File: src/rtl/matrix_stream_generator.sv
// Streams REPEAT frames of constant-valued DIM x DIM matrices (A then B) over
// AXI-Stream to a matrix multiplier, after a programmable start delay.
module matrix_stream_generator #(
    parameter int unsigned DIM               = 6,
    parameter int unsigned REPEAT            = 6,
    parameter logic [31:0] A_VALUE           = 32'd2,
    parameter logic [31:0] B_VALUE           = 32'd1,
    parameter logic [19:0] Start_Delay_Value = 20'd20
) (
    input  logic        clk,
    input  logic        reset,
    input  logic        start,
    input  logic        input_r_TREADY_0,
    output logic        input_r_TVALID_0,
    output logic [31:0] input_r_TDATA_0,
    output logic        input_r_TLAST_0,
    output logic        busy,
    output logic        done,
    output logic [7:0]  Frame_Counter
);

    // state  | meaning
    // IDLE   | waiting for start; Frame_Counter holds the last run's count
    // WAIT   | start delay down-counter running
    // SEND_A | streaming matrix A words
    // SEND_B | streaming matrix B words
    // DONE   | one-cycle done pulse, then back to IDLE

    localparam int unsigned    WORDS     = DIM * DIM;
    localparam int unsigned    CW        = $clog2(WORDS);
    localparam logic [CW-1:0]  LAST_BEAT = CW'(WORDS - 1);
    localparam logic [CW-1:0]  PRE_LAST  = CW'(WORDS - 2);
    localparam logic [CW-1:0]  BEAT_ONE  = CW'(1);
    localparam logic [7:0]     REPEAT_W  = 8'(REPEAT);

    typedef enum logic [2:0] {IDLE, WAIT, SEND_A, SEND_B, DONE} state_t;

    state_t        state;
    logic [CW-1:0] beat_cnt;
    logic [19:0]   delay_cnt;
    logic [7:0]    frame_next;

    assign frame_next = Frame_Counter + 8'd1;

    always_ff @(posedge clk or negedge reset) begin
        if (!reset) begin
            state            <= IDLE;
            beat_cnt         <= '0;
            delay_cnt        <= '0;
            input_r_TVALID_0 <= 1'b0;
            input_r_TDATA_0  <= '0;
            input_r_TLAST_0  <= 1'b0;
            busy             <= 1'b0;
            done             <= 1'b0;
            Frame_Counter    <= '0;
        end else begin
            done <= 1'b0;
            case (state)
                IDLE: begin
                    if (start) begin
                        state         <= WAIT;
                        delay_cnt     <= Start_Delay_Value;
                        Frame_Counter <= '0;
                        busy          <= 1'b1;
                    end
                end
                WAIT: begin
                    if (delay_cnt == 20'd0) begin
                        state            <= SEND_A;
                        beat_cnt         <= '0;
                        input_r_TVALID_0 <= 1'b1;
                        input_r_TDATA_0  <= A_VALUE;
                        input_r_TLAST_0  <= 1'b0;
                    end else begin
                        delay_cnt <= delay_cnt - 20'd1;
                    end
                end
                SEND_A: begin
                    if (input_r_TREADY_0) begin
                        if (beat_cnt == LAST_BEAT) begin
                            state           <= SEND_B;
                            beat_cnt        <= '0;
                            input_r_TDATA_0 <= B_VALUE;
                            input_r_TLAST_0 <= 1'b0;
                        end else begin
                            beat_cnt        <= beat_cnt + BEAT_ONE;
                            input_r_TLAST_0 <= (beat_cnt == PRE_LAST);
                        end
                    end
                end
                SEND_B: begin
                    if (input_r_TREADY_0) begin
                        if (beat_cnt == LAST_BEAT) begin
                            beat_cnt        <= '0;
                            Frame_Counter   <= frame_next;
                            input_r_TLAST_0 <= 1'b0;
                            // Next frame follows back-to-back; only the final frame drops valid.
                            if (frame_next < REPEAT_W) begin
                                state           <= SEND_A;
                                input_r_TDATA_0 <= A_VALUE;
                            end else begin
                                state            <= DONE;
                                input_r_TVALID_0 <= 1'b0;
                                input_r_TDATA_0  <= '0;
                                done             <= 1'b1;
                            end
                        end else begin
                            beat_cnt        <= beat_cnt + BEAT_ONE;
                            input_r_TLAST_0 <= (beat_cnt == PRE_LAST);
                        end
                    end
                end
                DONE: begin
                    state <= IDLE;
                    busy  <= 1'b0;
                end
                default: begin
                    state            <= IDLE;
                    beat_cnt         <= '0;
                    input_r_TVALID_0 <= 1'b0;
                    input_r_TDATA_0  <= '0;
                    input_r_TLAST_0  <= 1'b0;
                    busy             <= 1'b0;
                end
            endcase
        end
    end

endmodule

File: config.mk
export PLATFORM = sky130hd
export DESIGN_NAME = matrix_stream_generator
export DESIGN_NICKNAME = d
export VERILOG_FILES = /design/src/rtl/matrix_stream_generator.sv
export SDC_FILE = /design/constraint.sdc
export NUM_CORES = 1
export LEC_CHECK = 0
export ABC_AREA = 1
export CAP_MARGIN = 5
export CORE_MARGIN = 5
export CORE_UTILIZATION = 58
export CTS_CLUSTER_DIAMETER = 50
export DETAILED_ROUTE_END_ITERATION = 8
export PLACE_DENSITY = 0.95
export SYNTH_ARGS = -nofsm -noshare
export SYNTH_HDL_FRONTEND = slang
export SYNTH_SLANG_ARGS = --single-unit
File: constraint.sdc
create_clock -name clk -period 4.5 [get_ports clk]
set_input_delay 0.675 -clock clk [delete_from_list [all_inputs] [get_ports clk]]
set_output_delay 0.675 -clock clk [all_outputs]
set_load 0.02 [all_outputs]
==> metrics, run 1 <==
final core occ=63.5%; part of the Yosys area used for sequential elements=38.2%; Post-Route WL=5750 um; final antenna diode count=0; setup slack after placement=2.41 ns; placed cells=468; reg2reg setup slack=2.60 ns; gr usage total=20.3%; CTS buffer count=5; Syn Inst Count=390; crit path kind=reg -> out; vias in the first global route=2,435; RR Startpoint=delay_cnt[0]; 1st-pass router iterations=4; Critical Path Stages=1; vias=2,454; DIE WIDTH=79.7 um; H-Tree Depth=2; Routed met1 length=2430 um; Fin Setup TNS=0 ns; pins over their slew limit=0; syn avg cell area=7.22 um2; Layout area overhead=6.39%; Synth warnings=0; FP Rows=25; worst slew pin tran=0.939 ns; Peak VDD IR=0.425 mV; I/O pin count=48; worst-skew pair later-pin latency=0.30 ns; CP Data Arrival Time=1.42 ns; post-DR vias/cell=5.16; pin count of the biggest net entering global routing=44; Post-CTS Setup Bufs=0; CP Max Fanout=6; Final Cycle Share=46.6%; max cap viols=0; Rel. slew slack=37.4%; worst setup margin=2.40 ns; CTS Sinks=43; Non-Filler Cell Area, Final=0.00300 mm2; Clock Skew=0.00861 ns; worst-path cell chain=clkdlybuf4s50_1; leakage=0.00152 uW; Hold Crit Class=reg -> reg; Synth Cell Area=0.00282 mm2; Top delay family on crit path=buffers and inverters; WL per Instance=12.1 um; antenna violations before repair=0; fraction of layout cells with a size suffix above 1=9.54%; critical path's slowest cell=clkdlybuf4s50_1; Worst setup EP type=output pin; Netlist cell types=34; Total Nets Final=417; Worst path max stage delay=0.65 ns; Finished Layout Cells=476; Placement Cell Area=0.00291 mm2; post-DP HPWL=4400 um; Port Buffers=17; CTS tree=built; Core ar.=0.00472 mm2; maximum clock path buffer count=2; met2 WL=2980 um; Hold-fix buffers, CTS=0; # DRC=0; FF-to-FF End=delay_cnt[12]; final hold viol count=0; Worst Setup Start Kind=flip-flop; RSZ-0062 raised after global routing=false; Top Metal Used=met4; first-pass GRT wire length=10,300 um; Resize count post-CTS=0; die height=79.7 um; grt total ovfl=0; effective utilization at floorplan=59.7%; hold path start=input_r_TDATA_0[1]; initial DRC count=174; GPL Wtd Cong=0.908; synthesized flop and latch total=43; # setup viols final=0; CTS root buf=clkbuf_8; wire length on met3=251 um; Max Clk Rate=477 MHz; Clk pin slew, worst setup/hold paths=0.09 ns; WHS Path Cells=2; worst path bufs/invs=1; critical path data required time=3.83 ns; Worst R2R Path Depth=8; status=finished clean; power density cells=622 mW/mm2; Hold Path Sink=input_r_TDATA_0[1]; Routed Antenna Nets=0; Die ar.=0.00635 mm2; fin crit period=2.10 ns
## power by group
group / switching [uW] / leakage (uW) / internal [uW]
Clock: 133 / 0.0000477 / 106
Sequential: 98.1 / 0.000571 / 487
Combinational: 724 / 0.000900 / 316
Total: 955 / 0.00152 / 909
## layer usage
layer | track usage (%) | vias to the layer above
li1 | - | 1211
met1 | 25.0 | 1172
met2 | 34.8 | 63
met3 | 4.06 | 8
met4 | 7.56 | 0
met5 | 0 | -
## per-stage QoR
step,hold WS [ns],power [uW]
CTS,0.495,1870
floorplan,0.379,1450
detailed placement,0.474,1620
global placement,0.470,1570
finish,0.489,1860
global route,0.539,2060
## cells by family after synthesis
group                      Yosys count  synth area share (%)
and+or+nand+nor                    207                  33.0
buffers and inverters               85                  16.0
AOI/OAI and AO/OA                   43                  8.53
DFF                                 43                  38.2
xor gates and xnor gates             6                  1.86
adders and majority gates            5                  2.22
other                                1                 0.133
## flip-flops by register name, indices dropped and copies added, names as in the netlist
signal / count
Frame_Counter: 8
busy: 1
input_r_TDATA_0: 2
delay_cnt: 20
beat_cnt: 6
state: 3
done: 1
input_r_TLAST_0: 1
input_r_TVALID_0: 1
## worst max-delay path by stage
stage / from / endpoint / slack (ns)
after floorplan: Frame_Counter[0] / state[1] / 2.90
after global placement: start / delay_cnt[3] / 2.48
after detailed placement: input_r_TREADY_0 / input_r_TDATA_0[1] / 2.41
after CTS: Frame_Counter[3] / Frame_Counter[3] / 2.40
after global routing: Frame_Counter[3] / Frame_Counter[3] / 2.33
final: Frame_Counter[3] / Frame_Counter[3] / 2.40
## synth_stat cells (all sizes together)
cell type	number	area share, %
nand2	96	14
nor2	66	9.9
inv	50	6.7
dfrtp	43	38
buf	35	9.3
nand3	25	4.6
o21ai	24	4.4
nand4	13	2.9
a21oi	10	1.8
xor2	6	1.9
ha	5	2.2
nor3	5	1.1
o22ai	3	0.67
o21a	2	0.53
o21bai	2	0.67
a31oi	1	0.22
conb	1	0.13
nand3b	1	0.27
o31ai	1	0.27
or2	1	0.22
## final cells by class
type / instances / area (um2)
Sequential cell: 43 / 1080
Tap cell: 67 / 83.8
Fill cell: 400 / 1730
Clock inverter: 3 / 15.0
Multi-Input combinational cell: 291 / 1400
Inverter: 50 / 190
Timing Repair Buffer: 17 / 165
Clock buffer: 5 / 68.8
## layout by cell type (no fill, tap or decap), types with 2 or more instances in the layout
master / instances
o21a_1: 2
nor2_1: 55
inv_1: 45
o21ai_0: 9
ha_1: 5
clkdlybuf4s50_1: 16
nor3_1: 4
clkinv_2: 3
conb_1: 30
inv_2: 4
o22ai_1: 3
clkbuf_8: 5
nand2_2: 8
dfrtp_1: 43
nor2_2: 10
nand2_4: 2
o21ai_1: 14
xor2_1: 6
nand2_1: 86
nand4_1: 13
a21oi_1: 10
nand3_1: 24
(Power assumes the default switching activity.)
==> run 2: changes to the inputs <==
--- a/config.mk
+++ b/config.mk
@@ -8,10 +8,10 @@
 export ABC_AREA = 1
 export CAP_MARGIN = 5
 export CORE_MARGIN = 5
-export CORE_UTILIZATION = 58
+export CORE_UTILIZATION = 53
 export CTS_CLUSTER_DIAMETER = 50
 export DETAILED_ROUTE_END_ITERATION = 8
-export PLACE_DENSITY = 0.95
+export PLACE_DENSITY = 0.91
 export SYNTH_ARGS = -nofsm -noshare
 export SYNTH_HDL_FRONTEND = slang
 export SYNTH_SLANG_ARGS = --single-unit
==> constraint.sdc (replaced) <==
create_clock -name clk -period 2.1 [get_ports clk]
set_input_delay 0.315 -clock clk [delete_from_list [all_inputs] [get_ports clk]]
set_output_delay 0.315 -clock clk [all_outputs]
set_load 0.02 [all_outputs]
==> run 2 against run 1 <==
  * Clock skew up 0.0042 ns
  * Sequential share of layout area down 0.85 points
  * Critical path depth up 9
==> metrics, run 2 (synthesis results as in run 1) <==
status=finished clean; CTS buffer count=5 (unchanged); die height=82.9 um (+4.0%); fraction of layout cells with a size suffix above 1=9.95% (+0.42 points); Largest register FFs=20 (unchanged); final antenna diode count=0 (unchanged); commonest cells after routing, fill and taps aside=nand2_1, nor2_1, inv_1; Top delay family on crit path=simple AND/OR/NAND/NOR gates; leakage=0.00154 uW (+1.7%); critical path data required time=2.29 ns (-1.54 ns); Layout area overhead=8.97%; initial DRC count=205 (+18%); grt total ovfl=0 (unchanged); Clock Skew=0.0128 ns (+0.00420 ns); Worst path max stage delay=0.41 ns (-0.24 ns); Max Clk Rate=544 MHz; max cap viols=0 (unchanged); Finished Layout Cells=482 (+1.3%); FP Rows=26 (+4.0%); Peak VDD IR=0.772 mV (+81%); DIE WIDTH=82.9 um (+4.0%); Total Nets Final=420 (+0.72%); I/O pin count=48 (unchanged); Worst Setup Start Kind=flip-flop; vias=2,519 (+2.6%); Die ar.=0.00687 mm2 (+8.2%); pin count of the biggest net entering global routing=33 (-25%); placed cells=473 (+1.1%); pins over their slew limit=0 (unchanged); Biggest register=delay_cnt; Core ar.=0.00514 mm2 (+8.8%); gr usage total=18.6% (-1.7 points); crit path kind=reg -> reg; Fill cells=478 (+20%); antenna violations before repair=0 (unchanged); effective utilization at floorplan=54.8% (-4.8 points); CTS Sinks=43 (unchanged); WL per Instance=12.8 um (+6.4%); critical path's slowest cell=dfrtp_1; Worst setup EP type=flip-flop; worst-path cell chain=inv_1 -> ha_1 -> nand2_1 -> nor2_1 -> nand3_2 -> nand2_4 -> nand2_4 -> nand2_1 -> xor2_1 -> nor2_1; area of the multi-input gates=0.00140 mm2 (unchanged); Hold Crit Class=in -> async; Min Hold Slack=0.496 ns (+0.00692 ns); CTS root buf=clkbuf_8; Fin Setup TNS=0 ns (unchanged); post-DR vias/cell=5.23 (+1.4%); final hold viol count=0 (unchanged); Clk pin slew, worst setup/hold paths=0.09 ns (about the same); Post-Route WL=6190 um (+7.7%); worst path bufs/invs=1 (unchanged); Non-Filler Cell Area, Final=0.00307 mm2 (+2.4%); 1st-pass router iterations=4 (unchanged); RSZ-0062 raised after global routing=false; # setup viols final=0 (unchanged); Worst R2R Path Depth=10 (+2); power density cells=1380 mW/mm2 (+120%); fin crit period=1.84 ns; Resize count post-CTS=0 (unchanged); Reg area=0.00108 mm2 (unchanged); CTS tree=built; maximum clock path buffer count=2 (unchanged); final core occ=59.7% (-3.7 points); GPL Wtd Cong=0.915 (+0.82%); # DRC=0 (unchanged); commonest non-fill, non-tap cell in the layout=nand2_1; Placement Cell Area=0.00295 mm2 (+1.1%); top flop regs=delay_cnt: 20 flops, Frame_Counter: 8 flops, beat_cnt: 6 flops; Critical Path Stages=10 (+9); Rel. slew slack=66.9% (+30 points); CP Max Fanout=32 (+26); first-pass GRT wire length=10,800 um (+4.2%); worst-skew pair later-pin latency=0.31 ns (about the same); Routed Antenna Nets=0 (unchanged); CP Data Arrival Time=2.03 ns (+0.61 ns); Final Cycle Share=87.5%; Port Buffers=17 (unchanged); vias in the first global route=2,493 (+2.4%); worst slew pin tran=0.493 ns (-0.447 ns); H-Tree Depth=2 (unchanged); post-DP HPWL=4670 um (+6.1%)
## run 2: cell count changes in the layout (fill, tap and decap cells not counted), sizes merged
cell / before / now
dlygate4sd3: 0 / 1
clkinv: 3 / 0
bufinv: 0 / 1
buf: 1 / 3
clkinvlp: 0 / 1
inv: 50 / 51
## run 2: power by group
group,leakage (uW),switching [uW],internal (uW),total [uW]
clock,0.0000548,325,359,683
combinational,0.000918,1600,693,2290
sequential,0.000571,222,1040,1260
## run 2: worst paths after layout
check / startpoint / end / slack (ns)
max: delay_cnt[0] / delay_cnt[3] / 0.26
min: reset / delay_cnt[4] / 0.50
max reg2reg: delay_cnt[0] / delay_cnt[3] / 0.26
min reg2reg: input_r_TLAST_0 / input_r_TLAST_0 / 0.51
max in group asynchronous: reset / delay_cnt[19] / 1.10
min in group clk: input_r_TLAST_0 / input_r_TLAST_0 / 0.51
## run 2: timing repair
| item | in CTS | in global routing |
|---|---|---|
| hold endpoints to repair | 19 | 0 |
| hold buffers | 1 | 0 |
| buffers inserted | 0 | 0 |
## run 2: through the flow
stage / total power (uW) / worst slack (ns)
2_1_floorplan: 3100 / 0.498
3_3_place_gp: 3440 / 0.321
3_5_place_dp: 3530 / 0.233
4_1_cts: 4220 / 0.294
5_1_grt: 4600 / 0.121
6_report: 4240 / 0.263
## run 2: final cells by class
class / count / area share, %
multi-input combinational: 291 / 45.6
sequential: 43 / 35.0
timing repair buffer: 20 / 6.60
inverter: 50 / 6.19
tap: 70 / 2.85
clock buffer: 5 / 2.24
clock inverter: 3 / 1.51
## run 2: routing by layer
metal | part of all wire [%] | global-route usage, %
met3 | 5.5 | 3.07
met5 | 0 | 0
met1 | 40 | 20.7
met4 | 1.8 | 8.62
met2 | 52 | 34.2
